[src/rtl/mul_div_unit_if.sv]
// mul_div_unit_if: request/response bundle between the execute stage and the mul/div unit
interface mul_div_unit_if #(parameter int WIDTH = 32);
  logic             valid;
  logic [5:0]       funct;
  logic [WIDTH-1:0] a;
  logic [WIDTH-1:0] b;
  logic             flush;
  logic             ready;
  logic             done;
  logic [WIDTH-1:0] hi;
  logic [WIDTH-1:0] lo;
  modport master(output valid, funct, a, b, flush, input ready, done, hi, lo);
  modport slave(input valid, funct, a, b, flush, output ready, done, hi, lo);
endinterface

[src/rtl/mul_div_unit.sv]
// mul_div_unit: iterative radix-2 MULT/MULTU/DIV/DIVU engine with the HI/LO register pair
module mul_div_unit #(parameter int WIDTH = 32) (
  input logic           clk,
  input logic           resetn,
  mul_div_unit_if.slave bus
);
  localparam int CW = $clog2(WIDTH);
  localparam logic [1:0] IDLE = 2'd0, RUN = 2'd1, FIX = 2'd2;
  localparam logic [5:0] F_MTHI = 6'h11, F_MTLO = 6'h13;
  logic [1:0]         state_q, state_d;
  logic [CW-1:0]      cnt_q, cnt_d;
  logic               div_q, div_d, neg_q, neg_d, rneg_q, rneg_d, done_q, done_d;
  logic [2*WIDTH-1:0] acc_q, acc_d;
  logic [WIDTH-1:0]   opb_q, opb_d, hi_q, hi_d, lo_q, lo_d;
  logic               is_md, is_mt, sgn, req;
  logic [WIDTH-1:0]   abs_a, abs_b, quo, rem;
  logic [WIDTH:0]     msum, rsh, diff;
  logic [2*WIDTH-1:0] mul_nxt, div_nxt, prod;
  assign req   = bus.valid && !bus.flush && state_q == IDLE;
  assign is_md = bus.funct[5:2] == 4'b0110;
  assign is_mt = bus.funct == F_MTHI || bus.funct == F_MTLO;
  assign sgn   = !bus.funct[0];
  assign abs_a = (sgn && bus.a[WIDTH-1]) ? -bus.a : bus.a;
  assign abs_b = (sgn && bus.b[WIDTH-1]) ? -bus.b : bus.b;
  // Multiply: add the multiplicand into the upper half when the LSB is set, then shift right
  assign msum    = {1'b0, acc_q[2*WIDTH-1:WIDTH]} + {1'b0, acc_q[0] ? opb_q : {WIDTH{1'b0}}};
  assign mul_nxt = {msum, acc_q[WIDTH-1:1]};
  // Divide: shift left, trial-subtract the divisor, keep the difference if no borrow
  assign rsh     = acc_q[2*WIDTH-1:WIDTH-1];
  assign diff    = rsh - {1'b0, opb_q};
  assign div_nxt = diff[WIDTH] ? {rsh[WIDTH-1:0], acc_q[WIDTH-2:0], 1'b0}
                               : {diff[WIDTH-1:0], acc_q[WIDTH-2:0], 1'b1};
  assign prod = neg_q ? -acc_q : acc_q;
  assign quo  = neg_q ? -acc_q[WIDTH-1:0] : acc_q[WIDTH-1:0];
  assign rem  = rneg_q ? -acc_q[2*WIDTH-1:WIDTH] : acc_q[2*WIDTH-1:WIDTH];
  always_comb begin
    state_d = state_q;
    cnt_d   = cnt_q;
    div_d   = div_q;
    neg_d   = neg_q;
    rneg_d  = rneg_q;
    acc_d   = acc_q;
    opb_d   = opb_q;
    hi_d    = hi_q;
    lo_d    = lo_q;
    done_d  = 1'b0;
    if (req && is_md) begin
      state_d = RUN;
      cnt_d   = '0;
      div_d   = bus.funct[1];
      // A zero divisor keeps the all-ones quotient unnegated so lo reads 0xFFFFFFFF
      neg_d   = (bus.funct[1] && bus.b == '0) ? 1'b0 : sgn && (bus.a[WIDTH-1] ^ bus.b[WIDTH-1]);
      rneg_d  = sgn && bus.a[WIDTH-1];
      acc_d   = {{WIDTH{1'b0}}, abs_a};
      opb_d   = abs_b;
    end else if (req && is_mt) begin
      hi_d = bus.funct == F_MTHI ? bus.a : hi_q;
      lo_d = bus.funct == F_MTLO ? bus.a : lo_q;
    end else if (state_q != IDLE && bus.flush) begin
      state_d = IDLE;
    end else if (state_q == RUN) begin
      acc_d   = div_q ? div_nxt : mul_nxt;
      cnt_d   = cnt_q + 1'b1;
      state_d = cnt_q == CW'(WIDTH-1) ? FIX : RUN;
    end else if (state_q == FIX) begin
      state_d = IDLE;
      done_d  = 1'b1;
      hi_d    = div_q ? rem : prod[2*WIDTH-1:WIDTH];
      lo_d    = div_q ? quo : prod[WIDTH-1:0];
    end else if (state_q != IDLE) begin
      state_d = IDLE;
    end
  end
  always_ff @(posedge clk or negedge resetn) begin
    if (!resetn) begin
      state_q <= IDLE;
      cnt_q   <= '0;
      div_q   <= 1'b0;
      neg_q   <= 1'b0;
      rneg_q  <= 1'b0;
      acc_q   <= '0;
      opb_q   <= '0;
      hi_q    <= '0;
      lo_q    <= '0;
      done_q  <= 1'b0;
    end else begin
      state_q <= state_d;
      cnt_q   <= cnt_d;
      div_q   <= div_d;
      neg_q   <= neg_d;
      rneg_q  <= rneg_d;
      acc_q   <= acc_d;
      opb_q   <= opb_d;
      hi_q    <= hi_d;
      lo_q    <= lo_d;
      done_q  <= done_d;
    end
  end
  assign bus.ready = state_q == IDLE;
  assign bus.done  = done_q;
  assign bus.hi    = hi_q;
  assign bus.lo    = lo_q;
endmodule

[src/flat_wrapper.sv]
// flat-port wrapper written by rule: the top's interface ports become plain ports
module mul_div_unit_flat 
#(parameter int WIDTH = 32)
  (clk, resetn, bus_valid, bus_funct, bus_a, bus_b, bus_flush, bus_ready, bus_done, bus_hi, bus_lo);
  mul_div_unit_if #(.WIDTH(WIDTH)) bus_i ();
  input logic clk;
  input logic resetn;
  input wire logic [$bits(bus_i.valid)-1:0] bus_valid;
  input wire logic [$bits(bus_i.funct)-1:0] bus_funct;
  input wire logic [$bits(bus_i.a)-1:0] bus_a;
  input wire logic [$bits(bus_i.b)-1:0] bus_b;
  input wire logic [$bits(bus_i.flush)-1:0] bus_flush;
  output wire logic [$bits(bus_i.ready)-1:0] bus_ready;
  output wire logic [$bits(bus_i.done)-1:0] bus_done;
  output wire logic [$bits(bus_i.hi)-1:0] bus_hi;
  output wire logic [$bits(bus_i.lo)-1:0] bus_lo;
  assign bus_i.valid = bus_valid;
  assign bus_i.funct = bus_funct;
  assign bus_i.a = bus_a;
  assign bus_i.b = bus_b;
  assign bus_i.flush = bus_flush;
  assign bus_ready = bus_i.ready;
  assign bus_done = bus_i.done;
  assign bus_hi = bus_i.hi;
  assign bus_lo = bus_i.lo;
  mul_div_unit #(.WIDTH(WIDTH)) u_core (.clk(clk), .resetn(resetn), .bus(bus_i));
endmodule
[config.mk]
export PLATFORM = sky130hd
export DESIGN_NAME = mul_div_unit_flat
export DESIGN_NICKNAME = d
export VERILOG_FILES = /design/src/rtl/mul_div_unit_if.sv /design/src/rtl/mul_div_unit.sv /design/src/flat_wrapper.sv
export SDC_FILE = /design/constraint.sdc
export NUM_CORES = 1
export LEC_CHECK = 0
export CORE_MARGIN = 1
export CORE_UTILIZATION = 55
export DETAILED_ROUTE_END_ITERATION = 7
export MAX_ROUTING_LAYER = met4
export PLACE_DENSITY = 0.84
export SLEW_MARGIN = 40
export SYNTH_ARGS = -nofsm -noshare
export SYNTH_HDL_FRONTEND = slang
export SYNTH_SLANG_ARGS = --single-unit
[constraint.sdc]
create_clock -name clk -period 7 [get_ports clk]
set_input_delay 1.4 -clock clk [delete_from_list [all_inputs] [get_ports clk]]
set_output_delay 1.4 -clock clk [all_outputs]
set_load 0.05 [all_outputs]
Word level (Yosys, flattened, before mapping):

Index checks and enable logic that the tools add are counted.

* register bits after elaboration: 171
* input bits: 74
* output and inout port bits: 66
* word-level logic and storage cells: 95

* $add $sub $neg: 8
* equality and inequality tests: 12
* muxes and demuxes: 41
* bitwise operators: 2
* reductions and logical operators: 22

Operators with widths (number)
* 2-to-1 mux 32 bit: 17
* 2-to-1 mux 64 bit: 7
* negator 32 bit: 4
* negator 64 bit: 1
* adder 32 x 32 -> 33 bit: 1
* subtractor 33 x 32 -> 33 bit: 1
* logical NOT 32 bit: 1
* 2-to-1 mux 5 bit: 4
* 2-to-1 mux 2 bit: 7
* == test 6 x 5 -> 1 bit (second input constant): 2
* AND reduction 5 bit: 2
* logical AND 1 bit: 9
* != test 2 x 1 -> 1 bit (second input constant): 4
* 2-to-1 mux 1 bit: 6
* nonzero test 2 bit: 3
* adder 5 x 1 -> 5 bit (second input constant): 1
* == test 5 bit (second input constant): 1
* nonzero test 5 bit: 1
* == test 4 x 3 -> 1 bit (second input constant): 1
* != test 2 bit (second input constant): 2
* AND reduction 3 bit: 1
* == test 2 x 1 -> 1 bit (second input constant): 1
* == test 2 bit (second input constant): 1
* logical NOT 1 bit: 2
* 5 further kinds: 5

Logic depth before layout (Yosys ltp):

Gate-level depths: netlist of the first run.

* depth after elaboration: 7
* gate-level depth with buffers: 15
* depth with buffers taken out: 13

Worst setup path before layout of the first run:

Ideal clock, no wire load.

* path kind: input to register
* from: input port bus_b[12]
* to: register u_core.opb_q[30]
* setup time: 0.135 ns
* arrival time: 3.495 ns
* data required time: 6.865 ns
* setup slack: 3.370 ns
* stages: 8
* buffers on the path: 0
* cells stage by stage: or4_1 nor4_1 nor4b_1 and3_1 nand2_1 o41ai_1 xor2_1 o21ai_0

* word-level cells in the longest chain between the ends: 2

Ends and longest elaborated chain
* start: declaration: RTL line flat_wrapper.sv:11 `input wire logic [$bits(bus_i.b)-1:0] bus_b;`
* negator 32 bit: RTL line mul_div_unit.sv:24 `assign abs_b = (sgn && bus.b[WIDTH-1]) ? -bus.b : bus.b;`
* 2-to-1 mux 32 bit: RTL line mul_div_unit.sv:24
* end signal: assignment: RTL line mul_div_unit.sv:93 `opb_q <= opb_d;`
* end: declaration: RTL line mul_div_unit.sv:14 `logic [WIDTH-1:0] opb_q, opb_d, hi_q, hi_d, lo_q, lo_d;`

No other way between the ends.
A chain may end at the register's enable or synchronous reset.

Worst setup path after layout of the first run:

* from: register u_core.acc_q[31]
* to: register u_core.acc_q[43]

* word-level cells in the longest chain between the ends: 7

Ends and longest elaborated chain
* start: declaration: RTL line mul_div_unit.sv:13 `logic [2*WIDTH-1:0] acc_q, acc_d;`
* start signal: assignment: RTL line mul_div_unit.sv:81 `acc_q <= '0;`
* start signal: assignment: RTL line mul_div_unit.sv:92 `acc_q <= acc_d;`
* subtractor 33 x 32 -> 33 bit: RTL line mul_div_unit.sv:30 `assign diff = rsh - {1'b0, opb_q};`
* 2-to-1 mux 64 bit: RTL line mul_div_unit.sv:31 `assign div_nxt = diff[WIDTH] ? {rsh[WIDTH-1:0], acc_q[WIDTH-2:0], 1'b0}`
* 2-to-1 mux 64 bit: RTL line mul_div_unit.sv:62 `acc_d = div_q ? div_nxt : mul_nxt;`
* 2-to-1 mux 64 bit: RTL line mul_div_unit.sv:61 `end else if (state_q == RUN) begin`
* 2-to-1 mux 64 bit: RTL line mul_div_unit.sv:59 `end else if (state_q != IDLE && bus.flush) begin`
* 2-to-1 mux 64 bit: RTL line mul_div_unit.sv:56 `end else if (req && is_mt) begin`
* 2-to-1 mux 64 bit: RTL line mul_div_unit.sv:47 `if (req && is_md) begin`

No other way between the ends. The select of a mux whose other input is x is not followed.

==> metrics.md, run 1 <==
| Metric | Value |
|---|---|
| Worst-case clock buffer depth | `2` |
| Hold WC Path Type | `register to register` |
| Critical R2R Launch | `u_core.acc_q[31]` |
| Critical Path Start Type | `register` |
| Clock Latency Late Sink | `between 400 and 500 ps` |
| Worst Path Max Fanout | `26` |
| Clock Skews | `~16 ps` |
| Worst Path Buf+Inv | `2` |
| Vias in the first global route | `13,300` |
| Most used DFF post-synth | `dfrtp_1` |
| Routed vias/inst | `6.48` |
| Post-route clock period utilization | `65.0%` |
| Slowest-stage cell, CP | `dfrtp_1` |
| WL final | `about 48,000 um` |
| Maximum vdd drop | `approximately 0.22 mV` |
| GRT Util Overall | `37.5%` |
| ANT cells | `0` |
| Remaining Overflow, GRT | `0` |
| Layout cells sized above 1 | `4.51%` |
| P_leak | `7.08 nW` |
| Asr flop ratio synth | `100%` |
| Cell count after placement | `2,207` |
| Avg Inst Size Synth | `7.86 um2` |
| Crit path capture type | `register` |
| Largest net degree at the start of global routing | `69` |
| DR pass1 iterations | `6` |
| Sequential area share after synthesis | `29.8%` |
| Post-CTS Resized | `0` |
| Max frequency | `around 0.22 GHz` |
| RSZ-0062 raised after global routing | `no` |
| Least-Margin Pin Slew | `825 ps` |
| CTS Buf Count | `17` |
| CTS tree | `built` |
| Total number of vias | `14,500` |
| Post-DP HPWL | `36,900 um` |
| Critical Path Start | `u_core.acc_q[31]` |
| Worst path depth | `13` |
| Cts hold-fix bufs | `0` |
| Slew Limit Headroom | `44.9%` |
| Net Count, Synth | `1,973` |
| Cell with the most instances after synthesis | `nand2_1` |
| Worst reg2reg endpoint | `u_core.acc_q[43]` |
| Remaining DRCs | `0` |
| Clock transition at the registers of the reported paths | `roughly 70 ps` |
| Largest cells by area after synthesis | `dfrtp_1, ha_1, xnor2_1` |
| EDFF count, synth | `0` |
| Cell Rows | `58` |
| Tmin final | `4550 ps` |
| Max-slew violation count | `0` |
| Count of cell types in the netlist | `a little under 70` |
| Critical Path RT | `7310 ps` |
| Die area | `0.0268 mm2` |
| # IOs | `140` |
| Antenna Violating Nets Remaining | `0` |
| P&R area growth vs syn | `15.3%` |
| Family with the most delay on the worst path | `compound AO/OA/AOI/OAI gates` |
| DR iter-0 viols | `1,860` |
| Initial Util | `56.5%` |
| Top post-synthesis cells by count | `nand2_1, nor2_1, dfrtp_1, o21ai_0, a21oi_1` |
| Final-stage net count | `2,043` |
| Yosys warns | `0` |
| Cell count after synthesis | `1,827` |
| Worst r2r path cells | `13` |
| Die H | `approximately 160 um` |
| Gp weighted congestion | `just under 1` |
| Endpoints failing hold | `0` |
| CTS root buf | `clkbuf_16` |
| Fin cells | `2,238` |
| H-tree levels | `4` |
| Outcome | `complete, no violations` |
| Routed wire per std cell | `21.4 um` |
| Mapped Area | `0.0144 mm2` |
| Final setup viols | `0` |
| Setup bufs post-CTS | `0` |
| Hold path cells | `2` |
| Buffers added on ports | `roughly 140` |
| Post-synthesis register bit count | `around 170` |
| Final hold slack | `just under 500 ps` |
| Worst Setup EP | `u_core.acc_q[43]` |
| Max_cap viols | `0` |
| Global-route wire length before repair | `roughly 75,000 um` |
| Crit Path Category | `register to register` |
| Initial antenna violation count | `0` |
| Pwr Density | `between 300 and 400 mW/mm2` |
| Max incr delay on CP | `560 ps` |
| Yosys top cell by area | `dfrtp_1` |
| R2R Setup Slk | `roughly 2500 ps` |
| WP data arrival | `~4900 ps` |
| Core Footprint | `0.0254 mm2` |
| Die Span X | `between 150 and 200 um` |
| Area share of the largest cell type after synthesis | `29.8%` |
| Setup_tns | `0 ps` |
| Critical-path cell list | `inv_1, ha_1, fa_1, nand2b_1, a21oi_1, o21ai_0, a21bo_2, o21ba_2, xnor2_2, buf_4, mux2_2, a21oi_1, o21ai_0` |
| CTS Sinks | `about 170` |
## placed cells by master (no fill, tap or decap), types with 33 or more instances in the layout
cell type	count
a21oi_1	148
clkdlybuf4s50_1	138
dfrtp_1	170
ha_1	70
inv_1	65
mux2i_1	55
nand2_1	218
nor2_1	192
nor3_1	33
o21ai_0	164
xnor2_1	93
xor2_1	82
## worst register-to-register path: stages, from the launching register on
cell	delay (ps)
dfrtp_1	560
inv_1	220
ha_1	290
fa_1	390
nand2b_1	210
a21oi_1	220
o21ai_0	290
a21bo_2	340
o21ba_2	300
xnor2_2	520
buf_4	490
mux2_2	400
a21oi_1	130
o21ai_0	80
## power breakdown
part | switching, W | internal (W) | total [W]
registers | 0.000471 | 0.00121 | 0.00168
clock network | 0.000436 | 0.000575 | 0.00101
logic | 0.00220 | 0.00140 | 0.00360
## cell type report
type / instances / area [um2]
multi-input cells: 1482 / 9470
repair buffers: 158 / 1550
fillers: 2217 / 8830
clock buffers: 18 / 439
inverters: 67 / 251
well taps: 330 / 413
clock inverters: 12 / 163
flip-flops and latches: 171 / 4280
## cells by family (layout without fill, tap and decap cells)
logic type,count (synthesis),after routing,share of synthesized area (%)
fa+ha+maj,72,72,6.38
xor+xnor,176,176,10.7
compound gates,556,556,24.6
mux,59,59,4.15
flops,171,171,29.8
simple gates,619,619,19.8
buf+inv,174,255,4.61
## flip-flops by register name, summed over array words and instances (netlist names), 2 cells and up
register and count:
u_core.bus.hi 32, u_core.acc_q 64, u_core.cnt_q 5, u_core.bus.lo 32, u_core.opb_q 32, u_core.state_q 2
## per-stage QoR
step | total power, W | worst slack, ps | utilization, % | area (um2)
floorplan | 0.00413 | 3370 | - | 14400
detailed placement | 0.00517 | 2240 | 62.8 | 15900
global route | 0.00667 | 2390 | 65.2 | 16600
global placement | 0.00512 | 2390 | 62.7 | 15900
finish | 0.00629 | 2450 | 65.2 | 16600
CTS | 0.00618 | 2570 | 65.1 | 16500
## how the worst min path moves through the flow
stage          slack, ps              from          endpoint
2_1_floorplan        450   u_core.cnt_q[4]   u_core.cnt_q[4]
3_3_place_gp         460   u_core.cnt_q[4]   u_core.cnt_q[4]
3_5_place_dp         470  u_core.bus.lo[7]  u_core.bus.lo[7]
4_1_cts              480  u_core.bus.lo[7]  u_core.bus.lo[7]
5_1_grt              500  u_core.opb_q[11]  u_core.opb_q[11]
6_report             480   u_core.cnt_q[4]   u_core.cnt_q[4]
## layer usage
| metal | vias to the layer above | share of wire [%] | GRT usage (%) | wire length (um) |
|---|---|---|---|---|
| met2 | 821 | 44 | 56.7 | 21300 |
| li1 | 6737 | - | - | - |
| met3 | 117 | 9.5 | 6.20 | 4560 |
| met5 | - | 0 | - | 0 |
| met1 | 6822 | 42 | 49.5 | 20000 |
| met4 | 0 | 4.2 | 16.1 | 2000 |
(Power assumes the default switching activity.)
==> run 2: changes to the inputs <==
- clock period: 7 -> 4.6 ns (I/O delays scaled with it)
==> metrics.md, run 2 (synthesized netlist as in run 1, its figures left out) <==
| Metric | Value |
|---|---|
| # IOs | `140 (unchanged)` |
| Clock Skews | `23.0 ps (+6.77 ps)` |
| Max FFs per register | `64 (unchanged)` |
| Total number of vias | `15,000 (+3.2%)` |
| DR pass1 iterations | `6 (unchanged)` |
| WP data arrival | `4410 ps (-450 ps)` |
| GRT Util Overall | `39.3% (+1.8 points)` |
| DR iter-0 viols | `1,925 (+3.5%)` |
| Critical Path RT | `4940 ps (-2370 ps)` |
| Least-Margin Pin Slew | `803 ps (-21.2 ps)` |
| Maximum vdd drop | `0.279 mV (+24%)` |
| Die H | `164 um (unchanged)` |
| Worst Path Max Fanout | `18 (-31%)` |
| H-tree levels | `4 (unchanged)` |
| Routed vias/inst | `6.61 (+2.1%)` |
| Crit Path Category | `register to register` |
| CTS root buf | `clkbuf_16` |
| Setup bufs post-CTS | `0 (unchanged)` |
| Remaining Overflow, GRT | `0 (unchanged)` |
| Global-route wire length before repair | `78,500 um (+4.7%)` |
| Outcome | `complete, no violations` |
| Comb pwr share | `58.8% (+1.5 points)` |
| Clock transition at the registers of the reported paths | `80 ps (about the same)` |
| ANT cells | `0 (unchanged)` |
| Cell Area, Placed | `0.0161 mm2 (+1.3%)` |
| Largest net degree at the start of global routing | `67 (-2.9%)` |
| Clock share of power | `16.5% (+0.4 points)` |
| Remaining DRCs | `0 (unchanged)` |
| Tmin final | `4070 ps (-481 ps)` |
| Die Span X | `164 um (unchanged)` |
| Post-route clock period utilization | `88.5% (+23 points)` |
| Buffers added on ports | `139 (unchanged)` |
| Initial antenna violation count | `0 (unchanged)` |
| Slew Limit Headroom | `46.0% (+1.1 points)` |
| Initial Util | `56.5% (unchanged)` |
| Antenna Violating Nets Remaining | `0 (unchanged)` |
| Critical Path Start Type | `register` |
| P&R area growth vs syn | `16.9%` |
| CTS Sinks | `171 (unchanged)` |
| Psw | `0.00482 W (+55%)` |
| Switch share | `49.4% (about the same)` |
| Internal power consumption | `0.00494 W (+55%)` |
| Hold WC Path Type | `primary input to async pin` |
| Max-slew violation count | `0 (unchanged)` |
| Most frequent cells in the layout | `nand2_1, nor2_1, dfrtp_1, o21ai_0, a21oi_1` |
| Vias in the first global route | `14,200 (+6.8%)` |
| Crit path capture type | `register` |
| Most common cell after layout, fill and taps aside | `nand2_1` |
| Post-DP HPWL | `38,200 um (+3.4%)` |
| Max_cap viols | `0 (unchanged)` |
| CTS Buf Count | `17 (unchanged)` |
| Cell Rows | `58 (unchanged)` |
| Post-CTS Resized | `0 (unchanged)` |
| Setup_tns | `0 ps (unchanged)` |
| Biggest register | `u_core.acc_q` |
| Final setup viols | `0 (unchanged)` |
| Pwr Density | `582 mW/mm2 (+53%)` |
| Flop pwr share | `24.8% (-1.9 points)` |
| Worst-case clock buffer depth | `2 (unchanged)` |
| Clock Latency Late Sink | `450 ps (about the same)` |
| Gp weighted congestion | `1.03 (+3.5%)` |
| Die area | `0.0268 mm2 (unchanged)` |
| WL final | `50,600 um (+5.7%)` |
| Layout cells sized above 1 | `5.64% (+1.1 points)` |
| Endpoints failing hold | `0 (unchanged)` |
| CTS tree | `built` |
| RSZ-0062 raised after global routing | `no` |
| Final-stage net count | `2,066 (+1.1%)` |
| Max frequency | `0.246 GHz (+12%)` |
| P_leak | `7.22 nW (+2.0%)` |
| Core Footprint | `0.0254 mm2 (unchanged)` |
| Routed wire per std cell | `22.3 um (+4.5%)` |
| Design area | `0.0168 mm2 (+1.4%)` |
| Cts hold-fix bufs | `0 (unchanged)` |
run 2: per-stage QoR:
stage | hold WS, ps | worst slack [ps] | instances | util, % | total power, W
detailed placement | 465 | 597 | 2231 | 63.6 | 0.00796
finish | 460 | 531 | 2263 | 66.1 | 0.00977
global route | 494 | 360 | 2263 | 66.1 | 0.0103
floorplan | 445 | 1130 | 1827 | - | 0.00628
CTS | 483 | 595 | 2263 | 66.1 | 0.00959
global placement | 458 | 685 | 2230 | 63.5 | 0.00784
run 2: final cells by class:
cell class | count | area (um2)
Clock buffer | 18 | 429
Tap cell | 330 | 413
Timing Repair Buffer | 181 | 1740
Sequential cell | 171 | 4280
Multi-Input combinational cell | 1482 | 9470
Fill cell | 2212 | 8610
Clock inverter | 14 | 208
Inverter | 67 | 251
run 2: final timing paths:
check	to	cells past startpoint	from	slack [ps]
min in group clk	u_core.bus.lo[7]	1	u_core.bus.lo[7]	480
worst max-delay path	u_core.acc_q[59]	14	u_core.acc_q[0]	530
worst max register to register	u_core.acc_q[59]	14	u_core.acc_q[0]	530
worst min register to register	u_core.bus.lo[7]	1	u_core.bus.lo[7]	480
max in group asynchronous	u_core.opb_q[18]	2	resetn	3110
worst min-delay path	u_core.bus.lo[10]	1	resetn	460
run 2: critical path: stages (launching register included):
cell,delay [ps]
dfrtp_1,460
inv_1,410
buf_4,320
nor2_1,80
ha_1,370
a21o_1,220
o21bai_1,170
a211oi_1,190
a31oi_1,190
a311oi_1,340
buf_4,180
o21ai_0,150
a311o_1,430
xor2_1,150
a221o_1,320
run 2: power by group through the flow:
stage / combinational, W / clock, W / sequential (W)
after floorplan: 0.00392 / 0 / 0.00236
after global placement: 0.00546 / 0 / 0.00238
after detailed placement: 0.00556 / 0 / 0.00240
after CTS: 0.00560 / 0.00161 / 0.00238
after global routing: 0.00621 / 0.00167 / 0.00244
final: 0.00574 / 0.00161 / 0.00242
run 2: per-layer routing:
layer	vias to the layer above	wire length, um	share of wire [%]	track usage [%]
li1	6769	-	-	-
met1	7072	20300	40	50.3
met2	963	22700	45	60.7
met3	163	5160	10	6.37
met4	0	2360	4.7	18.4
met5	-	0	0	-
